File: src/rtl/hazard_controller_pkg.sv
// Shared encodings for the pipeline hazard sequencer and the pipeline buffers.
// Also provides the FSM state type and a counter-sizing helper.
package hazard_controller_pkg;

  localparam logic [1:0] PC_SRC_SEQ = 2'b00;
  localparam logic [1:0] PC_SRC_BR  = 2'b01;
  localparam logic [1:0] PC_SRC_POP = 2'b10;
  localparam logic [1:0] PC_SRC_RST = 2'b11;

  typedef enum logic [1:0] {
    StRstHold,
    StRun,
    StLdStall,
    StRetWait
  } state_e;

  // Bit positions inside the control word carried by the FD/DE/EM/MW buffers.
  localparam int unsigned CTRL_MEM_R     = 0;
  localparam int unsigned CTRL_REG_WRITE = 1;
  localparam int unsigned CTRL_POP_PC    = 2;
  localparam int unsigned CTRL_W         = 3;

  // Width of a counter that must reach max(a, b) - 1; never narrower than one bit.
  function automatic int unsigned cnt_width(input int unsigned a, input int unsigned b);
    int unsigned m;
    m = (a > b) ? a : b;
    return (m <= 2) ? 1 : $clog2(m);
  endfunction

endpackage

File: src/rtl/hazard_compare.sv
// Combinational load-use match between the decode sources and the load in execute.
// Kept standalone so a forwarding unit can reuse the same comparison.
module hazard_compare (
  input  logic       mem_read,
  input  logic       valid,
  input  logic [2:0] src1,
  input  logic [2:0] src2,
  input  logic       use1,
  input  logic       use2,
  input  logic [2:0] write_add,
  output logic       hazard
);

  // Register 0 is an ordinary register, so an address-0 match still counts.
  assign hazard = mem_read & valid &
                  ((use1 & (src1 == write_add)) | (use2 & (src2 == write_add)));

endmodule

File: src/rtl/hazard_controller.sv
// Pipeline sequencer: PC source select, PC/FD enables, FD/DE bubbles and a
// saturating stall-cycle counter for load-use, taken-branch, RET and boot handling.
module hazard_controller
  import hazard_controller_pkg::*;
#(
  parameter int unsigned RESET_CYCLES      = 2,
  parameter int unsigned LOAD_STALL_CYCLES = 1,
  parameter int unsigned CNT_W             = 16
) (
  input  logic             clk,
  input  logic             reset,
  input  logic             dec_valid,
  input  logic [2:0]       dec_src1,
  input  logic [2:0]       dec_src2,
  input  logic             dec_use1,
  input  logic             dec_use2,
  input  logic             dec_ret,
  input  logic             ex_mem_read,
  input  logic [2:0]       ex_write_add,
  input  logic             ex_branch_taken,
  input  logic             mem_pc_valid,
  output logic [1:0]       pc_src,
  output logic             pc_write,
  output logic             fd_write,
  output logic             fd_flush,
  output logic             de_flush,
  output logic             busy,
  output logic [CNT_W-1:0] stall_count
);

  localparam int unsigned CW = cnt_width(RESET_CYCLES, LOAD_STALL_CYCLES);
  localparam logic [CW-1:0] RST_LAST = CW'(RESET_CYCLES - 1);
  localparam logic [CW-1:0] LD_LAST  = CW'(LOAD_STALL_CYCLES - 1);

  state_e           state_q, state_d;
  logic [CW-1:0]    cnt_q, cnt_d;
  logic [CNT_W-1:0] stall_q, stall_d;
  logic             hazard;

  hazard_compare u_hazard_compare (
    .mem_read  (ex_mem_read),
    .valid     (dec_valid),
    .src1      (dec_src1),
    .src2      (dec_src2),
    .use1      (dec_use1),
    .use2      (dec_use2),
    .write_add (ex_write_add),
    .hazard    (hazard)
  );

  always_ff @(posedge clk or negedge reset) begin
    if (!reset) begin
      state_q <= StRstHold;
      cnt_q   <= '0;
      stall_q <= '0;
    end else begin
      state_q <= state_d;
      cnt_q   <= cnt_d;
      stall_q <= stall_d;
    end
  end

  always_comb begin
    state_d = state_q;
    cnt_d   = cnt_q;
    unique case (state_q)
      StRstHold: begin
        if (cnt_q == RST_LAST) begin
          state_d = StRun;
          cnt_d   = '0;
        end else begin
          cnt_d = cnt_q + 1'b1;
        end
      end
      StRun: begin
        // A taken branch squashes decode, so it masks RET and load-use.
        if (!ex_branch_taken) begin
          if (dec_ret && dec_valid) begin
            state_d = StRetWait;
          end else if (hazard && (LOAD_STALL_CYCLES > 1)) begin
            state_d = StLdStall;
            cnt_d   = CW'(1);
          end
        end
      end
      StLdStall: begin
        if (cnt_q == LD_LAST) begin
          state_d = StRun;
          cnt_d   = '0;
        end else begin
          cnt_d = cnt_q + 1'b1;
        end
      end
      StRetWait: begin
        if (mem_pc_valid) state_d = StRun;
      end
      default: state_d = StRstHold;
    endcase
  end

  always_comb begin
    pc_src   = PC_SRC_SEQ;
    pc_write = 1'b1;
    fd_write = 1'b1;
    fd_flush = 1'b0;
    de_flush = 1'b0;
    unique case (state_q)
      StRstHold: begin
        pc_src   = PC_SRC_RST;
        fd_write = 1'b0;
        fd_flush = 1'b1;
        de_flush = 1'b1;
        // Gate with reset so the vector is never loaded while reset is still held.
        pc_write = (cnt_q == RST_LAST) && reset;
      end
      StRun: begin
        if (ex_branch_taken) begin
          pc_src   = PC_SRC_BR;
          fd_flush = 1'b1;
          de_flush = 1'b1;
        end else if (dec_ret && dec_valid) begin
          pc_write = 1'b0;
          fd_flush = 1'b1;
        end else if (hazard) begin
          pc_write = 1'b0;
          fd_write = 1'b0;
          de_flush = 1'b1;
        end
      end
      StLdStall: begin
        pc_write = 1'b0;
        fd_write = 1'b0;
        de_flush = 1'b1;
      end
      StRetWait: begin
        fd_flush = 1'b1;
        if (mem_pc_valid) begin
          pc_src = PC_SRC_POP;
        end else begin
          pc_write = 1'b0;
        end
      end
      default: begin
        pc_write = 1'b0;
        fd_write = 1'b0;
      end
    endcase
  end

  always_comb begin
    stall_d = stall_q;
    if (!pc_write && (stall_q != {CNT_W{1'b1}})) stall_d = stall_q + 1'b1;
  end

  assign busy        = (state_q != StRun);
  assign stall_count = stall_q;

endmodule

File: config.mk
export PLATFORM = sky130hd
export DESIGN_NAME = hazard_controller
export DESIGN_NICKNAME = d
export VERILOG_FILES = /design/src/rtl/hazard_controller_pkg.sv /design/src/rtl/hazard_compare.sv /design/src/rtl/hazard_controller.sv
export SDC_FILE = /design/constraint.sdc
export NUM_CORES = 1
export LEC_CHECK = 0
export CORE_MARGIN = 2
export CORE_UTILIZATION = 38
export DETAILED_ROUTE_END_ITERATION = 10
export PLACE_DENSITY = 0.69
export SYNTH_ARGS = -nofsm -noshare
export SYNTH_HDL_FRONTEND = slang
export SYNTH_SLANG_ARGS = --single-unit
File: constraint.sdc
create_clock -name clk -period 2.79 [get_ports clk]
set_input_delay 0.558 -clock clk [delete_from_list [all_inputs] [get_ports clk]]
set_output_delay 0.558 -clock clk [all_outputs]
set_load 0.02 [all_outputs]
# Word level (Yosys, flattened, before mapping)

Index checks and enable logic that the tools add are counted.
W data, S select, Z words.

Muxes and demuxes: 27
Bitwise logic cells: 5
Equality and inequality tests: 12
$add $sub $neg: 2
Reductions and logical operators: 9

Operators with widths:

| operator                | number |
|---|---|
| $add A16 B1 Y16 const B | 1 |
| $ne A16 B16 Y1 const B  | 1 |
| $mux W1                 | 14 |
| $mux W2                 | 6 |
| $ne A2 B2 Y1 const B    | 5 |
| $pmux W1 S2             | 4 |
| $pmux W2 S4             | 1 |
| $eq A3 B3 Y1            | 2 |
| $pmux W2 S3             | 1 |
| $reduce_and A5 Y1       | 1 |
| $and A1 B1 Y1           | 4 |
| $eq A2 B2 Y1 const B    | 2 |
| $pmux W1 S4             | 1 |
| $reduce_or A2 Y1        | 2 |
| $logic_and A1 B1 Y1     | 3 |
| $eq A2 B1 Y1 const B    | 1 |
| $logic_not A2 Y1        | 1 |
| $ne A2 B1 Y1 const B    | 1 |
| $reduce_bool A2 Y1      | 1 |
| $add A1 B1 Y1 const B   | 1 |
| $logic_not A1 Y1        | 1 |
| $or A1 B1 Y1            | 1 |

Word-level logic and storage cells: 58
Flip-flop bits (word level): 19

# Longest topological paths before layout

Gate-level depths: netlist (run 1).

Depth after elaboration: 10
Gate-level depth with buffers: 9
Mapped depth without buffers: 8

# Modules after synthesis

Synthesis (run 1) repeated with hierarchy kept, for this count alone.

Cell total of the unflattened synthesis: 132
Area total of the unflattened synthesis: 1,258.7 µm²

By module, submodules not included:

| module            | instances | seq. area each (µm²) | cells an instance | area an instance (µm²) |
|---|---|---|---|---|
| hazard_controller | 1         | 475.5                | 122               | 1,184.9 |
| hazard_compare    | 1         | 0.0                  | 10                | 73.8 |

# Worst setup path before layout (run 1)

No wires, ideal clock.

Path kind: flip-flop to flip-flop
Start: register stall_q[0], in the netlist stall_count[0]
End: register stall_q[3], in the netlist stall_count[3]
Cell stages (with the launch flop): 9
Buffers on the path: 1
Arrival time: 2.106 ns
Slack: 0.550 ns
Cell sequence: dfrtp_1 ha_1 nand4_1 or2_4 or3_1 a21oi_2 buf_6 nor2_1 xor2_1

Longest elaborated chain between the ends: 2
Elaborated cells on any way between the ends: 3
Classes of those cells: add/sub (1); eq/ne (1); reduce/logical (1)

RTL lines:

| element                                                                 | RTL line                | text |
|---|---|---|
| from (decl)                                                             | hazard_controller.sv:37 | `logic [CNT_W-1:0] stall_q, stall_d;` |
| from (signal assigned)                                                  | hazard_controller.sv:59 | `stall_q <= stall_d;` |
| parallel branches: the longest is 2 deep, another holds $add A16 B1 Y16 | n/a                     |  |

Several ways; the timed one is not identified.
A chain may end at the register's enable or synchronous reset.

# Worst setup path after layout (run 1)

Start: input port ex_write_add[2]
End: output port pc_write

Longest elaborated chain between the ends: 8
Elaborated cells on any way between the ends: 10
Classes of those cells: eq/ne (2); mux (4); bitwise (4)

RTL lines:

| element         | RTL line                 | text |
|---|---|---|
| from (decl)     | hazard_controller.sv:19  | `input logic [2:0] ex_write_add,` |
| $eq A3 B3 Y1    | hazard_compare.sv:16     | `((use1 & (src1 == write_add)) \| (use2 & (src2 == write_add)));` |
| $and A1 B1 Y1   | hazard_compare.sv:16     |  |
| $or A1 B1 Y1 *  | hazard_compare.sv:16     |  |
| $and A1 B1 Y1 * | hazard_compare.sv:15     | `assign hazard = mem_read & valid &` |
| $mux W1 *       | hazard_controller.sv:124 | `end else if (hazard) begin` |
| $mux W1 *       | hazard_controller.sv:121 | `end else if (dec_ret && dec_valid) begin` |
| $mux W1 *       | hazard_controller.sv:117 | `if (ex_branch_taken) begin` |
| $pmux W1 S4 *   | hazard_controller.sv:107 | `unique case (state_q)` |
| to (decl)       | hazard_controller.sv:23  | `output logic pc_write,` |

Mark *: on every way between the ends. The rest lies on a longest branch, timed or not.

==> flow_metrics.tcl, run 1 <==
set metrics [dict create \
    cp-end-kind "primary output" \
    dr.first_iter.drc_count 37 \
    rr_worst_depth 9 \
    final_cells 213 \
    crit_top_cell "buf_4" \
    status "finished clean" \
    synth_simple_gate_area_frac 0.234 \
    clkLatencyLatePin_ns 0.29 \
    netlist_instances 126 \
    crit_arrival_ns 2.15 \
    routedWlPerCell_um 13.1 \
    hold_start "stall_count[15]$_DFFE_PN0P_" \
    holdPathStages 1 \
    antenna_found_initial 0 \
    seqPwrFrac 0.353 \
    yosysMostFrequentCell "dfrtp_1" \
    die_y_um 59.0 \
    ys_seq_area_frac 0.413 \
    synth_top_family_by_area "simple AND/OR/NAND/NOR gates" \
    ant_nets 0 \
    synth_nets 149 \
    fin_crit_sh 0.972 \
    synth.area.mux_share 0.0283 \
    synthAdderAreaFrac 0.0543 \
    slowest_stage "clkdlybuf4s50_1" \
    crit_chain "clkdlybuf4s50_1 -> xnor2_1 -> nand4_1 -> a21oi_2 -> buf_4 -> buf_4 -> a21oi_1 -> clkdlybuf4s15_1" \
    synth_top_area_frac 0.413 \
    start_kind "input port" \
    cts_tree "built" \
    yosysTopAreaCell "dfrtp_1" \
    synthFlopType "dfrtp_1" \
    dpl_cell_area_um2 1650 \
    placed_cells 206 \
    async_reset_ff_frac 1.00 \
    skew_ns 0.00194 \
    maxCapViolations 0 \
    whs_endpoint "stall_count[15]$_DFFE_PN0P_" \
    grt_use_met2 0.308 \
    p_switching_mw 0.467 \
    worstMarginPinSlew_ns 0.378 \
    critPathMaxStageDelay_ns 0.51 \
    rr_endpoint "stall_count[7]$_DFFE_PN0P_" \
    gp_congestion 0.804 \
    netlist_area_um2 1150 \
    grt_pass1_vias 1141 \
    fin_area_um2 1720 \
    layout_min_cycle_time_ns 2.71 \
    hold_violations 0 \
    start_util 0.407 \
    yosysWarnings 0 \
    clockPowerShare 0.118 \
    grt_most_used_layer "met2" \
    slew_violations 0 \
    intPower_mw 0.685 \
    reg2reg_from "state_q[0]$_DFFE_PN0P_" \
    port_buffers 40 \
    fmax_ghz 0.369 \
    netlist-cell-type-count 28 \
    yosys-top-cells-count "dfrtp_1 (19), nand2_1 (13), nor2_1 (13), xor2_1 (13), nand3_1 (10)" \
    numClockSinks 19 \
    min_path_type "reg2reg" \
    dieArea_um2 3490 \
    synth-xor-area-share 0.160 \
    relSlewSlack 0.748 \
    fill_cells 274 \
    grt_pass1_wl_um 4910 \
    hold_buffers 0 \
    leakage_nw 0.782 \
    gr-usage-met3 0.0393 \
    tns_ns 0 \
    path_clk_slew_ns 0.10 \
    grt_start_max_net_pins 20 \
    synth.area.top_cells "dfrtp_1 (41%), xor2_1 (9.9%), xnor2_1 (6.1%)" \
    overflow 0 \
    area_delta_synth_final_pct 49.0 \
    syn_avg_cell_area_um2 9.14 \
    fp.dieW_um 59.0 \
    cts_buffer_depth 2 \
    combPwrFrac 0.528 \
    synth_compound_area_frac 0.0848 \
    peakVddDrop_uv 489 \
    setup_viol 0 \
    via_count 1095 \
    rrSetupSlack_ns 0.43 \
    wirelength_um 2790 \
    antenna_cells 0 \
    first_pass_iters 4 \
    cts-root-buf "clkbuf_4" \
    crit_type "in2out" \
    drc 0 \
    core-area_um2 2830 \
    synth_edf_count 0 \
    cp.required_ns 2.23 \
    numCtsBuffers 3 \
    use_met1 0.229 \
    dp_hpwl_um 2080 \
    ios 41 \
    pwr_density_cell_nw_per_um2 671 \
    final_nets 206 \
    crit_fanout 2 \
    htree_num_levels 1 \
    drive_above_1_share 0.132 \
    swShare 0.406 \
    rows 19 \
    grt_usage 0.181 \
    synth-seq-cells 19 \
    via_per_inst 5.14 \
]
[cells by family after synthesis]
| group | after synthesis |
|---|---|
| adders and majority gates | 5 |
| and+or+nand+nor | 56 |
| xor gates and xnor gates | 21 |
| AOI/OAI and AO/OA | 16 |
| muxes | 3 |
| buffers and inverters | 6 |
| DFF | 19 |
[metal layers]
| metal | part of all wire | vias up |
|---|---|---|
| met5 | 0 | - |
| met4 | 0 | 0 |
| met3 | 0.059 | 0 |
| met2 | 0.48 | 35 |
| met1 | 0.47 | 515 |
| li1 | - | 545 |
[critical path: cells and delay by family]
family / cells / cell delay (ns)
simple gates: 1 / 0.15
xor+xnor: 1 / 0.15
buf+inv: 4 / 1.03
compound gates: 2 / 0.26
[metrics by stage]
stage / total power [mW] / setup WS [ns] / utilization / hold slack [ns]
global route: 1.24 / -0.00407 / 0.606 / 0.550
CTS: 1.16 / -0.00460 / 0.596 / 0.528
detailed placement: 1.02 / -0.371 / 0.585 / 0.506
floorplan: 0.742 / 0.550 / - / 0.262
global placement: 1.01 / -0.293 / 0.585 / 0.500
finish: 1.15 / 0.0775 / 0.606 / 0.520
[worst max path at each step]
stage	startpoint	endpoint	slack, ns
floorplan	stall_count[0]$_DFFE_PN0P_	stall_count[3]$_DFFE_PN0P_	0.55
global placement	ex_write_add[1]	de_flush	-0.29
detailed placement	ex_write_add[1]	de_flush	-0.37
CTS	ex_write_add[0]	de_flush	-0.005
global route	ex_write_add[1]	de_flush	-0.004
finish	ex_write_add[2]	pc_write	0.08
[cell usage in the layout, fill, tap and decap left out, types with 6 or more instances in the layout]
master            n
nand3_1          10
nand4_1           6
dfrtp_1          19
buf_4            14
xnor2_1           8
nand2_1          13
nor2_1           13
xor2_1           13
clkdlybuf4s50_1  36
[power by group through the flow]
stage / logic (mW) / clock network [mW] / registers (mW)
6_report: 0.609 / 0.136 / 0.407
5_1_grt: 0.666 / 0.156 / 0.421
4_1_cts: 0.607 / 0.143 / 0.407
3_5_place_dp: 0.610 / 0 / 0.413
3_3_place_gp: 0.601 / 0 / 0.409
2_1_floorplan: 0.284 / 0 / 0.458
[timing repair]
| action | 4_1_cts | 5_1_grt |
|---|---|---|
| resized for setup | 7 | 6 |
| gates cloned | 0 | 0 |
| setup endpoints to repair | 3 | 3 |
| pin swaps | 2 | 5 |
| setup buffers | 0 | 3 |
[state kept, by name, indices dropped and copies added (netlist names)]
signal,count
cnt_q,1
stall_count,16
state_q,2
[area by class of cell]
type | instances | area, um^2 | share of cell area
Multi-Input combinational cell | 101 | 659 | 0.384
Timing Repair Buffer | 53 | 497 | 0.290
Sequential cell | 19 | 475 | 0.277
Tap cell | 31 | 38.8 | 0.0226
Clock buffer | 4 | 26.3 | 0.0153
Inverter | 5 | 18.8 | 0.0109
No activity file was read; power rests on OpenSTA's default activity.
==> run 2: changes to the inputs <==
--- a/config.mk
+++ b/config.mk
@@ -6,9 +6,10 @@
 export NUM_CORES = 1
 export LEC_CHECK = 0
 export CORE_MARGIN = 2
-export CORE_UTILIZATION = 38
+export CORE_UTILIZATION = 45
 export DETAILED_ROUTE_END_ITERATION = 10
-export PLACE_DENSITY = 0.69
+export PLACE_DENSITY = 0.77
 export SYNTH_ARGS = -nofsm -noshare
 export SYNTH_HDL_FRONTEND = slang
+export SYNTH_HIERARCHICAL = 1
 export SYNTH_SLANG_ARGS = --single-unit
==> flow_metrics.tcl, run 2 <==
set metrics [dict create \
    status "finished clean" \
    crit_type "in2out" \
    grt_start_max_net_pins 20 \
    seqCellArea_um2 475 \
    min_path_type "reg2reg" \
    synth_top_area_frac 0.378 \
    port_buffers 40 \
    start_util 0.464 \
    fill_cells 225 \
    antenna_cells 0 \
    fmax_ghz 0.371 \
    clockPowerShare 0.104 \
    via_count 1192 \
    yosys-top-cells-count "dfrtp_1 (19), xnor2_1 (10), nand2_1 (9), nand3_1 (9), nor2_1 (9)" \
    rows 19 \
    final_common_cell "clkdlybuf4s50_1" \
    ant_nets 0 \
    swShare 0.430 \
    layout_min_cycle_time_ns 2.70 \
    cts_buffer_depth 2 \
    grt_pass1_wl_um 5120 \
    finalCoreUtilization 0.659 \
    path_clk_slew_ns 0.10 \
    p_switching_mw 0.574 \
    dp_hpwl_um 2410 \
    overflow 0 \
    ios 41 \
    netlist_area_um2 1260 \
    ys_seq_area_frac 0.378 \
    postCtsSetupBuffers 0 \
    final_cells 214 \
    yosysTopAreaCell "dfrtp_1" \
    cp.required_ns 2.23 \
    crit_fanout 2 \
    maxCapViolations 0 \
    synth_nets 156 \
    skew_ns 0.00249 \
    dr.first_iter.drc_count 44 \
    synth_edf_count 0 \
    via_per_inst 5.57 \
    numClockSinks 19 \
    area_delta_synth_final_pct 41.9 \
    htree_num_levels 1 \
    core-area_um2 2710 \
    grt_setup_unrepaired "no" \
    drive_above_1_share 0.164 \
    placed_cells 210 \
    grt_usage 0.200 \
    antenna_found_initial 0 \
    gp_congestion 0.826 \
    wirelength_um 3060 \
    netlist_instances 132 \
    syn_avg_cell_area_um2 9.54 \
    synth.area.top_cells "dfrtp_1 (38%), xnor2_1 (7.0%), ha_1 (6.0%)" \
    wl_met3_um 121 \
    largest_register_ffs 16 \
    numCtsBuffers 3 \
    peakVddDrop_uv 535 \
    clkLatencyLatePin_ns 0.30 \
    leakage_nw 0.755 \
    netlist-cell-type-count 32 \
    met2WireLength_um 1630 \
    cts_tree "built" \
    combPwrFrac 0.553 \
    seqPwrFrac 0.343 \
    slew_violations 0 \
    top_layer "met4" \
    tns_ns 0 \
    relSlewSlack 0.660 \
    cts-root-buf "clkbuf_4" \
    synthFlopType "dfrtp_1" \
    intPower_mw 0.760 \
    synth-seq-cells 19 \
    routedWlPerCell_um 14.3 \
    yosysMostFrequentCell "dfrtp_1" \
    drc 0 \
    final_nets 208 \
    hold_buffers 0 \
    cp-end-kind "primary output" \
    start_kind "input port" \
    die_y_um 56.9 \
    multi_input_area_um2 757 \
    layout_common_cells "clkdlybuf4s50_1 (36), dfrtp_1 (19)" \
    grt_pass1_vias 1159 \
    fp.dieW_um 56.9 \
    pwr_density_cell_nw_per_um2 747 \
    yosysWarnings 6 \
    async_reset_ff_frac 1.00 \
    worstMarginPinSlew_ns 0.506 \
    wl_met1_um 1280 \
    dieArea_um2 3240 \
    hold_violations 0 \
    power_mw 1.33 \
    setup_viol 0 \
    fin_crit_sh 0.967 \
    crit_arrival_ns 2.14 \
    first_pass_iters 4 \
]
[run 2: changes by cell type in the layout (fill, tap and decap cells not counted), moves of 3 or more]
cell      delta
a211oi_1     +6
buf_4        -5
o21ai_0      +3
nor3_1       -4
inv_1        +3
nand2_1      -4
nor2_1       -4
xor2_1       -7
[run 2: path summary, 6_finish.rpt]
check | to | depth (start not counted) | from | slack (ns)
max in group asynchronous | stall_count[7]$_DFFE_PN0P_ | 2 | reset | 1.94
min in group asynchronous | stall_count[1]$_DFFE_PN0P_ | 2 | reset | 0.65
setup / recovery | pc_write | 8 | ex_write_add[0] | 0.09
hold reg to reg | stall_count[15]$_DFFE_PN0P_ | 1 | stall_count[15]$_DFFE_PN0P_ | 0.51
hold / removal | stall_count[15]$_DFFE_PN0P_ | 1 | stall_count[15]$_DFFE_PN0P_ | 0.51
setup reg to reg | stall_count[1]$_DFFE_PN0P_ | 8 | state_q[0]$_DFFE_PN0P_ | 0.75
[run 2: through the flow]
stage          hold slack (ns)  setup WS [ns]  cell area [um^2]
2_1_floorplan            0.262          0.666              1260
3_3_place_gp             0.496         -0.309              1760
3_5_place_dp             0.498         -0.370              1760
4_1_cts                  0.512        0.00625              1780
5_1_grt                  0.552        0.00323              1790
6_report                 0.510         0.0926              1790
[run 2: area by class of cell]
| type | instances | share of cell area |
|---|---|---|
| flip-flops and latches | 19 | 0.266 |
| inverters | 8 | 0.0168 |
| well taps | 31 | 0.0217 |
| multi-input cells | 103 | 0.424 |
| clock buffers | 4 | 0.0147 |
| repair buffers | 49 | 0.257 |
[run 2: routing by layer]
layer  up-vias  track usage
li1        586            -
met1       578        0.234
met2        23        0.356
met3         5       0.0576
met4         0       0.0465
met5         -            0
[run 2: cells by family (layout without fill, tap and decap cells)]
group                      after synthesis  in the layout  synth area share
buffers and inverters                   10             61            0.0318
muxes                                    7              7            0.0676
xor gates and xnor gates                16             16             0.111
DFF                                     19             19             0.378
and+or+nand+nor                         48             48             0.216
adders and majority gates                6              6            0.0596
AOI/OAI and AO/OA                       26             26             0.136
[run 2: power groups by stage]
stage                     Clock, mW  Combinational [mW]  Sequential, mW
after CTS                     0.143               0.744           0.457
after floorplan                   0               0.335           0.522
after global routing          0.156               0.795           0.473
final                         0.139               0.738           0.458
after detailed placement          0               0.749           0.462
after global placement            0               0.722           0.453
[run 2: critical path, stage by stage]
cell and delay, ns:
clkdlybuf4s50_1 0.45, xnor2_1 0.15, nand4_1 0.12, a21oi_2 0.08
a21o_1 0.15, a221o_1 0.36, inv_1 0.10, buf_2 0.17
[run 2: repair_timing]
item	4_1_cts	5_1_grt
setup endpoints to repair	3	3
pin swaps	2	2
resized for setup	9	4
cloned	0	0
